--- src/rtl/uart_pkg.sv ---
// Shared UART definitions: FSM state encoding, parity select codes and the
// data-width decode used by both the transmitter and the receiver.
package uart_pkg;

    typedef enum logic [2:0] {
        ST_IDLE   = 3'd0,
        ST_START  = 3'd1,
        ST_DATA   = 3'd2,
        ST_PARITY = 3'd3,
        ST_STOP   = 3'd4
    } uart_state_e;

    localparam logic [1:0] PAR_XNOR = 2'b00;
    localparam logic [1:0] PAR_XOR  = 2'b01;
    localparam logic [1:0] PAR_ZERO = 2'b10;
    localparam logic [1:0] PAR_ONE  = 2'b11;

    // cfg_bits encoding 00..11 maps to 5..8 data bits
    function automatic logic [3:0] bits_to_n(input logic [1:0] bits);
        return 4'd5 + {2'b00, bits};
    endfunction

    function automatic logic [2:0] last_bit_idx(input logic [1:0] bits);
        return {1'b1, bits};
    endfunction

    function automatic logic parity_bit(input logic [1:0] sel, input logic [7:0] data);
        logic p;
        case (sel)
            PAR_XNOR: p = ~^data;
            PAR_XOR:  p = ^data;
            PAR_ZERO: p = 1'b0;
            default:  p = 1'b1;
        endcase
        return p;
    endfunction

    // Data bits are shifted in at the MSB, so an N-bit char sits in [7:8-N]
    function automatic logic [7:0] align_data(input logic [7:0] shreg, input logic [1:0] bits);
        logic [3:0] shamt;
        shamt = 4'd8 - bits_to_n(bits);
        return shreg >> shamt;
    endfunction

endpackage

--- src/rtl/uart_rx_sync.sv ---
// Synchroniser for the asynchronous serial line plus falling-edge detect.
// Flops reset to 1 so a line held idle through reset never looks like a start bit.
module uart_rx_sync #(
    parameter int SYNC_STAGES = 2
) (
    input  logic clk_i,
    input  logic rstn_i,
    input  logic rx_i,
    output logic rx_s,
    output logic fall
);

    logic [SYNC_STAGES-1:0] sync_q;
    logic                   rx_s_q;

    always_ff @(posedge clk_i or negedge rstn_i) begin
        if (!rstn_i) begin
            sync_q <= '1;
            rx_s_q <= 1'b1;
        end else begin
            sync_q <= {sync_q[SYNC_STAGES-2:0], rx_i};
            rx_s_q <= sync_q[SYNC_STAGES-1];
        end
    end

    // The sampling point uses the retimed line one flop behind the edge
    // detector, so a start sample taken the cycle after the edge still
    // sees the start bit even at one clock per bit.
    assign rx_s = rx_s_q;
    assign fall = rx_s_q & ~sync_q[SYNC_STAGES-1];

endmodule

--- src/rtl/uart_rx.sv ---
// UART serial receiver: start detection, mid-bit sampling, parity/stop checks
// and a single-entry valid/ready output register.
//  state     | meaning
//  ST_IDLE   | waiting for a falling edge on the synchronised line
//  ST_START  | half a bit period in, confirming the start bit
//  ST_DATA   | sampling data bits, LSB first
//  ST_PARITY | sampling and checking the parity bit
//  ST_STOP   | sampling the first stop bit, then delivering the char
module uart_rx
    import uart_pkg::*;
#(
    parameter int SYNC_STAGES = 2
) (
    input  logic        clk_i,
    input  logic        rstn_i,
    input  logic        rx_i,
    output logic        busy_o,
    input  logic        cfg_en_i,
    input  logic [15:0] cfg_div_i,
    input  logic        cfg_parity_en_i,
    input  logic [1:0]  cfg_parity_sel_i,
    input  logic [1:0]  cfg_bits_i,
    input  logic        cfg_stop_bits_i,
    output logic        err_o,
    output logic        frame_err_o,
    input  logic        err_clr_i,
    output logic [7:0]  rx_data_o,
    output logic        rx_valid_o,
    input  logic        rx_ready_i
);

    uart_state_e state_q, state_d;
    logic [15:0] cnt_q;
    logic [15:0] target_q, target_d;
    logic [2:0]  bit_cnt_q;
    logic [7:0]  shreg_q;
    logic        err_q, frame_err_q;
    logic        valid_q;
    logic [7:0]  data_q;

    logic        rx_s;
    logic        rx_fall;
    logic        sample;
    logic        shift_en;
    logic        par_err_set;
    logic        frame_err_set;
    logic        deliver;
    logic [7:0]  rx_char;

    // Only the first stop bit is checked, so the stop-bit count has no effect here
    logic unused_cfg_stop_bits;
    assign unused_cfg_stop_bits = cfg_stop_bits_i;

    uart_rx_sync #(
        .SYNC_STAGES(SYNC_STAGES)
    ) u_sync (
        .clk_i  (clk_i),
        .rstn_i (rstn_i),
        .rx_i   (rx_i),
        .rx_s   (rx_s),
        .fall   (rx_fall)
    );

    assign sample  = (state_q != ST_IDLE) && (cnt_q == target_q);
    assign rx_char = align_data(shreg_q, cfg_bits_i);

    always_ff @(posedge clk_i or negedge rstn_i) begin
        if (!rstn_i) begin
            state_q <= ST_IDLE;
        end else begin
            state_q <= state_d;
        end
    end

    always_comb begin
        state_d       = state_q;
        target_d      = target_q;
        shift_en      = 1'b0;
        par_err_set   = 1'b0;
        frame_err_set = 1'b0;
        deliver       = 1'b0;
        if (!cfg_en_i) begin
            state_d = ST_IDLE;
        end else begin
            unique case (state_q)
                ST_IDLE: begin
                    if (rx_fall) begin
                        state_d  = ST_START;
                        target_d = cfg_div_i >> 1;
                    end
                end
                ST_START: begin
                    if (sample) begin
                        if (!rx_s) begin
                            state_d  = ST_DATA;
                            target_d = cfg_div_i;
                        end else begin
                            state_d = ST_IDLE;
                        end
                    end
                end
                ST_DATA: begin
                    if (sample) begin
                        shift_en = 1'b1;
                        if (bit_cnt_q == last_bit_idx(cfg_bits_i)) begin
                            state_d = cfg_parity_en_i ? ST_PARITY : ST_STOP;
                        end
                    end
                end
                ST_PARITY: begin
                    if (sample) begin
                        par_err_set = (rx_s != parity_bit(cfg_parity_sel_i, rx_char));
                        state_d     = ST_STOP;
                    end
                end
                ST_STOP: begin
                    if (sample) begin
                        frame_err_set = ~rx_s;
                        deliver       = 1'b1;
                        state_d       = ST_IDLE;
                    end
                end
                default: state_d = ST_IDLE;
            endcase
        end
    end

    always_ff @(posedge clk_i or negedge rstn_i) begin
        if (!rstn_i) begin
            cnt_q     <= '0;
            target_q  <= '0;
            bit_cnt_q <= '0;
            shreg_q   <= '0;
        end else begin
            target_q <= target_d;
            if ((state_q == ST_IDLE) || sample) begin
                cnt_q <= '0;
            end else begin
                cnt_q <= cnt_q + 16'd1;
            end
            if (state_q == ST_IDLE) begin
                bit_cnt_q <= '0;
                shreg_q   <= '0;
            end else if (shift_en) begin
                bit_cnt_q <= bit_cnt_q + 3'd1;
                shreg_q   <= {rx_s, shreg_q[7:1]};
            end
        end
    end

    // A char completing while the previous one is still unaccepted is dropped
    always_ff @(posedge clk_i or negedge rstn_i) begin
        if (!rstn_i) begin
            valid_q <= 1'b0;
            data_q  <= '0;
        end else if (!cfg_en_i) begin
            valid_q <= 1'b0;
        end else if (deliver && (!valid_q || rx_ready_i)) begin
            valid_q <= 1'b1;
            data_q  <= rx_char;
        end else if (valid_q && rx_ready_i) begin
            valid_q <= 1'b0;
        end
    end

    always_ff @(posedge clk_i or negedge rstn_i) begin
        if (!rstn_i) begin
            err_q       <= 1'b0;
            frame_err_q <= 1'b0;
        end else begin
            if (par_err_set) begin
                err_q <= 1'b1;
            end else if (err_clr_i) begin
                err_q <= 1'b0;
            end
            if (frame_err_set) begin
                frame_err_q <= 1'b1;
            end else if (err_clr_i) begin
                frame_err_q <= 1'b0;
            end
        end
    end

    assign busy_o      = (state_q != ST_IDLE);
    assign err_o       = err_q;
    assign frame_err_o = frame_err_q;
    assign rx_valid_o  = valid_q;
    assign rx_data_o   = data_q;

endmodule

--- config.mk ---
export PLATFORM = sky130hd
export DESIGN_NAME = uart_rx
export DESIGN_NICKNAME = d
export VERILOG_FILES = /design/src/rtl/uart_pkg.sv /design/src/rtl/uart_rx_sync.sv /design/src/rtl/uart_rx.sv
export SDC_FILE = /design/constraint.sdc
export NUM_CORES = 1
export LEC_CHECK = 0
export CORE_AREA = 3 3 84 86
export DETAILED_ROUTE_END_ITERATION = 16
export DIE_AREA = 0 0 87 89
export PLACE_DENSITY_LB_ADDON = 0.3
export SLEW_MARGIN = 20
export SYNTH_ARGS = -nofsm -noshare
export SYNTH_HDL_FRONTEND = slang
export SYNTH_HIERARCHICAL = 1
export SYNTH_SLANG_ARGS = --single-unit
--- constraint.sdc ---
create_clock -name clk_i -period 2.64 [get_ports clk_i]
set_clock_uncertainty 0.1 [all_clocks]
set_input_delay 0.792 -clock clk_i [delete_from_list [all_inputs] [get_ports clk_i]]
set_output_delay 0.792 -clock clk_i [all_outputs]
set_load 0.1 [all_outputs]
Word-level counts from Yosys, hierarchy flattened
Index checks and enable logic that the tools add are counted.
Storage, ports and cells
  flip-flop bits (word level): 60
  RAM bits: 0
  memories kept: 0
  bits in read-only memories: 0
  logic and storage cells: 96
  input port bits: 28
  latch bits: 0
Cells by class
  $lt $le $gt $ge: 0
  equal/unequal tests: 19
  multipliers: 0
  reduce and logical (&&, ||, !) cells: 18
  muxes and demuxes: 40
  add/subtract/negate cells: 4
  bitwise gates (word level): 3
  div/mod/pow operators: 0
  shift-type cells: 1
Operators with widths (number)
  $mux 16: 4
  $pmux 16 s2: 1
  $mux 3: 10
  $mux 1: 20
  $ne 3x3->1 const B: 6
  $add 16x1->16 const B: 1
  $eq 16x16->1: 1
  $mux 8: 2
  $pmux 3 s5: 1
  $reduce_bool 2->1: 4
  $reduce_xnor 8->1: 1
  $reduce_xor 8->1: 1
  $shr 8x4->8: 1
  $eq 3x2->1 const B: 2
  $ne 2x2->1 const B: 3
  $reduce_and 6->1: 1
  $reduce_and 5->1: 1
  $add 3x2->4 const A: 1
  $sub 4x4->4 const A: 1
  $add 3x1->3 const B: 1
  $eq 3x1->1 const B: 1
  $eq 3x3->1: 1
  $eq 3x3->1 const B: 1
  $logic_and 1x1->1: 3
  other kinds (14): 16

Depth between registers and ports, before layout
Gate-level depths: netlist of the first run.
  word-level depth: 13
  depth in mapped cells: 8
  mapped depth without buffers: 6

Cells and area by module
Netlist of the first run, hierarchy kept.
By module, submodules not included
  uart_rx: seq. area each 1426.4 um2, cells an instance 309, instances 1, area an instance 3265.6 um2
  uart_rx_sync: seq. area each 78.8 um2, cells an instance 4, instances 1, area an instance 92.6 um2

Worst setup path after synthesis of the first run
OpenSTA, ideal clock, no wires.
  kind: reg2out
  start: register state_q[1]
  end: output port busy_o
  cell stages (with the launch flop): 5
  arrival time: 1.835 ns
  required time: 1.748 ns
  path buffers: 2
  slack: -0.087 ns
  path through: dfrtp_1 clkbuf_1 nor3_1 inv_1 buf_1
On the way
  longest elaborated chain between the ends: 1
Ends and longest elaborated chain
  from (decl): RTL line uart_rx.sv:32  | uart_state_e state_q, state_d;
  from (signal assigned): RTL line uart_rx.sv:71  | state_q <= state_d;
  $reduce_bool 3->1: RTL line uart_rx.sv:184  | assign busy_o = (state_q != ST_IDLE);
  to (decl): RTL line uart_rx.sv:17  | output logic busy_o,
Every way passes these cells.

Final worst setup path of the first run
  start: register state_q[0]
  end: output port busy_o
Same word-level chain as after synthesis.

==> reports/results.ini, run 1 <==
[setup_path]
worstPathCellList=nor3_1 -> inv_1 -> buf_12
worstSetupEndpointType=output pin
path_buf_inv=2
r2r_cells=7
crit_type=reg2out
crit_family=flip-flops
slowest_stage=dfrtp_1
startpoint_type=register
max_stage_delay_ps=470
cp.depth=3
arrival_ps=1560
crit_fanout=10
cp_data_required_time_ps=1750

[worst_hold_path]
hold_path_class=reg2reg
holdPathStages=0

[logic_synthesis]
syn_inst=313
syn_avg_cell_area_sq_um=10.7
yosysSeqAreaShare_pct=44.8
ys_ff_latch=60
synth-edff-count=0
yosys_warnings=6
synth_cell_types=49
synth.net_count=343
synth_ff_type=dfrtp_1
synth_area_sq_mm=0.00336
async_reset_ff_share_pct=100

[power]
p_per_area_mw_per_mm2=527
p_leak_nw=1.86
p_switching_uw=566
power.share.sequential_pct=50.1
p_int_mw=1.57
p_sw_share_pct=26.5
power_frac_clock_pct=32.8
ir_worst_vdd_mv=0.370
p_comb_share_pct=17.1

[cts]
hold_buffers=0
clk-insertion-delay-late_ps=340
cts_tree=built
cts_root_buf=clkbuf_8
clockBufferDepth=2
cts.sinks=60
cts_buffers=9
clkTransAtPathRegs_ps=60
htreeDepth=3

[die]
start_util_pct=52.9
core_area_sq_mm=0.00635
pin_count=40
row_count=29
die_h_um=89
fp.dieW_um=87
dieArea_sq_mm=0.00774

[sta]
fin_crit_ps=2450
setup_viol=0
min_period_over_period_pct=92.9
worst_pin_slew_ps=681
hold_viol=0
max_freq_mhz=408
final.setup.tns_ps=0
slew_headroom_pct=54.4
slew_violations=0
rsz0062_at_grt=false

[detailed_routing]
wl_per_cell_um=14.5
drtAntennaViolNets=0
drc=0
vias=2384
via_per_inst=5.33
drtIter0Drc=112
drt-pass1-iter-count=4
routed_wl_mm=6.47

[grt]
grt_overflow=0
antenna_found_initial=0
grt_max_degree=29
grtUsageTotal_pct=18.5
first_global_vias=2288
grt_first_pass_wirelength_mm=10.9

[status]
status=complete, no violations

[cells_and_area]
antenna_cells=0
drive_gt1_share_pct=26.5
fin_cells=447
final_core_util_pct=63.9
area_growth_syn_to_layout_pct=20.8
finish.net_count=395

[placed_design]
dp_hpwl_mm=4.75
routabilityCongestion=0.858
port_buffers=38
post-place-cells=429

[flow_run]
drv_cap=0

kinds of logic after synthesis:
family	synth area share (%)
adders and majority gates	0.745
muxes	15.4
xor gates and xnor gates	10.1
buffers and inverters	4.81
DFF	44.8
and+or+nand+nor	15.7
AOI/OAI and AO/OA	8.46
stage by stage:
stage / hold slack, ps / worst slack (ps) / total power, mW / cell area (sq um)
floorplan: 245 / 225 / 1.31 / 3370
global placement: 251 / -297 / 1.44 / 3850
detailed placement: 248 / -328 / 1.45 / 3850
CTS: 261 / 16.3 / 2.16 / 4010
global route: 265 / 57.3 / 2.25 / 4060
finish: 260 / 188 / 2.14 / 4060
timing repair:
| item | 4_1_cts | 5_1_grt |
|---|---|---|
| setup endpoints to repair | 0 | 1 |
| hold endpoints to repair | 0 | 0 |
| buffers inserted | 0 | 2 |
| resized for setup | 0 | 5 |
registers in the layout, summed over array words and instances (netlist names):
name,cells
u_sync/rx_s,1
state_q,3
u_sync/sync_q,2
target_q,16
shreg_q,8
rx_valid_o,1
rx_data_o,8
bit_cnt_q,3
frame_err_o,1
err_o,1
cnt_q,16
per-layer routing:
layer	track usage (%)	routed length, um
met5	0	0
met3	4.52	232
met1	25.6	3150
met2	27.3	2970
met4	8.78	114
worst reg2reg max path, stage by stage (launching register included):
cell,delay [ps]
dfrtp_1,440
xor2_1,180
nor4_1,320
nand4_1,130
buf_4,200
nor3_2,210
o211ai_4,280
mux2_4,380
cells in the mapped netlist (all sizes together) (8+ instances only):
| cell | count | area [sq um] |
|---|---|---|
| dfrtp | 57 | 1430 |
| xor2 | 27 | 236 |
| buf | 10 | 75.1 |
| xnor2 | 9 | 78.8 |
| nor2 | 26 | 97.6 |
| mux2 | 35 | 428 |
| nand2 | 17 | 63.8 |
| nand3 | 16 | 85.1 |
| mux2i | 9 | 90.1 |
| o21ai | 21 | 135 |
| and3 | 8 | 50.1 |
| inv | 18 | 67.6 |
final timing paths:
kind	slack [ps]	end	start
min	260	u_sync/sync_q[1]	u_sync/sync_q[0]
min reg2reg	260	u_sync/sync_q[1]	u_sync/sync_q[0]
max reg2reg	290	target_q[8]	cnt_q[12]
max	190	busy_o	state_q[0]
max in group asynchronous	1520	shreg_q[2]	rstn_i
min in group asynchronous	350	cnt_q[2]	rstn_i
cells in the final DEF (no fill, tap or decap), types with 2 or more instances in the layout:
cell	count
dfrtp_1	57
buf_4	27
xor2_1	26
nor2_1	26
mux2_2	25
clkdlybuf4s50_1	24
inv_1	18
nand2_1	17
nand3_1	15
o21ai_0	12
clkbuf_8	10
mux2i_1	9
mux2_4	9
and3_1	8
xnor2_1	8
o21ai_2	8
a21oi_1	7
nor4_1	5
nand4_1	5
nor2b_1	4
clkbuf_1	4
or3_1	3
dfstp_2	3
nor3_1	2
nor3_2	2
nor4bb_1	2
o32ai_1	2
ha_1	2
clkinv_2	2
buf_12	2
final cells by class:
| type | instances | area [sq um] |
|---|---|---|
| clock buffers | 14 | 153 |
| clock inverters | 2 | 10.0 |
| well taps | 77 | 96.3 |
| fillers | 526 | 2290 |
| multi-input cells | 220 | 1710 |
| inverters | 18 | 67.6 |
| repair buffers | 56 | 512 |
| flip-flops and latches | 60 | 1510 |
power groups by stage:
stage	clock network, mW	logic (mW)	registers (mW)
floorplan	0	0.257	1.06
global placement	0	0.359	1.08
detailed placement	0	0.366	1.09
CTS	0.719	0.369	1.07
global route	0.771	0.398	1.08
finish	0.701	0.366	1.07
No activity file was read; power rests on OpenSTA's default activity.
==> inputs of run 2 (changes only) <==
Settings changed: GPL_TIMING_DRIVEN set to 0.
==> run 2 against run 1 <==
Compared with the run above: sequential share of layout area rose by 0.33 points; worst setup slack worse by 72 ps; die area unchanged; critical path depth increased by 2; worst hold slack worse by 2.7 ps; first-iteration DRC count is 4.5% lower; clock-buffer cell count did not move; cell area decreased by 0.89%; clock power up 5.0%; critical path type unchanged; largest cell class unchanged.
==> reports/results.ini, run 2 (synthesis gave the netlist of run 1 again) <==
[detailed_routing]
wl_per_cell_um=15.0  ; +3.3%
routed_wl_mm=6.63  ; +2.3%
via_per_inst=5.42  ; +1.7%
drtAntennaViolNets=0  ; unchanged
vias=2403  ; +0.80%
drtIter0Drc=107  ; -4.5%
drc=0  ; unchanged
drt-pass1-iter-count=4  ; unchanged

[grt]
grt_first_pass_wirelength_mm=11.4  ; +4.1%
grtUsageTotal_pct=19.0  ; +0.55 points
first_global_vias=2365  ; +3.4%
antenna_found_initial=0  ; unchanged
grt_max_degree=36  ; +24%
grt_overflow=0  ; unchanged

[power]
p_leak_nw=1.86  ; -0.47%
finalPower_mw=2.16  ; +1.3%
ir_worst_vdd_mv=0.397  ; +7.4%
p_per_area_mw_per_mm2=538  ; +2.2%

[cells_and_area]
drive_gt1_share_pct=22.4  ; -4.1 points
most-common-layout-cells=dfrtp_1 (57), xor2_1 (27), nor2_1 (26)
area_growth_syn_to_layout_pct=19.7
antenna_cells=0  ; unchanged
reg_top3=cnt_q (16), target_q (16)
finish.net_count=391  ; -1.0%
layout_commonest_cell=dfrtp_1
final_cell_area_sq_mm=0.00402  ; -0.89%

[setup_path]
crit_fanout=10  ; unchanged
worstSetupEndpointType=output pin
cp_data_required_time_ps=1750  ; about the same
startpoint_type=register
slowest_stage=dfrtp_1
max_stage_delay_ps=360  ; -110 ps
worstPathCellList=buf_2 -> nor3_4 -> inv_2 -> buf_2 -> buf_6
cpMostUsedCell=buf_2
crit_type=reg2out
r2r_cells=6  ; -1
arrival_ps=1630  ; +70 ps

[cts]
clockBufferDepth=2  ; unchanged
clk-insertion-delay-late_ps=340  ; about the same
cts_buffers=9  ; unchanged
hold_buffers=0  ; unchanged
cts.sinks=60  ; unchanged
cts_tree=built
cts_root_buf=clkbuf_8
clkTransAtPathRegs_ps=70  ; about the same
htreeDepth=3  ; unchanged

[die]
die_h_um=89  ; unchanged
core_area_sq_mm=0.00635  ; unchanged
dieArea_sq_mm=0.00774  ; unchanged
start_util_pct=52.9  ; unchanged
row_count=29  ; unchanged
pin_count=40  ; unchanged
fp.dieW_um=87  ; unchanged

[sta]
slew_headroom_pct=35.3  ; -19 points
setup_viol=0  ; unchanged
worst_pin_slew_ps=974  ; +293 ps
fin_crit_ps=2520  ; +72.1 ps
rsz0062_at_grt=false
min_period_over_period_pct=95.6  ; +2.7 points
hold_viol=0  ; unchanged
slew_violations=0  ; unchanged
max_freq_mhz=396  ; -2.9%

[worst_hold_path]
holdPathStages=0  ; unchanged
hold_path_class=reg2reg

[status]
status=complete, no violations

[placed_design]
port_buffers=37  ; -2.6%
routabilityCongestion=0.881  ; +2.8%
dp_hpwl_mm=4.89  ; +2.9%
place_area_sq_mm=0.00385  ; about the same

[flow_run]
drv_cap=0  ; unchanged

## run 2: cell types whose count changed in the layout (fill, tap and decap cells not counted), moves of 2 or more
cell / change
buf_2: +4
buf_4: -23
buf_6: +3
clkbuf_1: +2
dlygate4sd2_1: +11
## run 2: final timing paths
kind	startpoint	endpoint	slack, ps
setup / recovery	state_q[0]	busy_o	120
setup reg to reg	state_q[0]	target_q[9]	190
min in group asynchronous	rstn_i	cnt_q[13]	270
hold / removal	u_sync/sync_q[0]	u_sync/sync_q[1]	260
max in group asynchronous	rstn_i	shreg_q[3]	1670
hold reg to reg	u_sync/sync_q[0]	u_sync/sync_q[1]	260
## run 2: metal layers
metal | vias up | part of all wire (%) | wire, um | global-route usage [%]
li1 | 1174 | - | - | -
met5 | - | 0 | 0 | 0
met1 | 1170 | 49 | 3250 | 27.1
met4 | 0 | 1.1 | 76 | 7.79
met3 | 9 | 4.3 | 288 | 4.79
met2 | 50 | 45 | 3010 | 27.8
## run 2: critical path, delay by kind of cell (launching register included)
family / cells / cell delay (ps)
buffers and inverters: 4 / 680
DFF: 1 / 360
and+or+nand+nor: 1 / 240
## run 2: timing repair
| action | in CTS | in global routing |
|---|---|---|
| pin swaps | 0 | 2 |
| gates cloned | 0 | 0 |
| resized for setup | 20 | 6 |
| setup endpoints to repair | 13 | 2 |
| buffers inserted | 0 | 0 |
## run 2: report_power, final
group	leakage, nW	switching (mW)	total [mW]	internal [mW]
Combinational	0.981	0.160	0.360	0.200
Clock	0.0905	0.346	0.736	0.390
Sequential	0.784	0.0677	1.07	0.999
Total	1.86	0.574	2.16	1.59
## run 2: final cells by class
cell class                      instances  area, sq um
Buffer                                 14         92.6
Clock buffer                           14          163
Multi-Input combinational cell        220         1710
Clock inverter                          2         10.0
Tap cell                               77         96.3
Timing Repair Buffer                   38          375
Fill cell                             531         2330
Inverter                               18         67.6
Sequential cell                        60         1510
## run 2: metrics by stage
stage               TNS (ps)  instances  setup slack (ps)  utilization, %  hold slack (ps)
floorplan                  0        313               225               -              245
global placement      -76480        427             -1280            60.4              249
detailed placement     -1990        428              -676            60.6              250
CTS                    -76.6        443             -76.6            63.2              259
global route               0        443              4.26            63.3              264
finish                     0        443               116            63.3              257
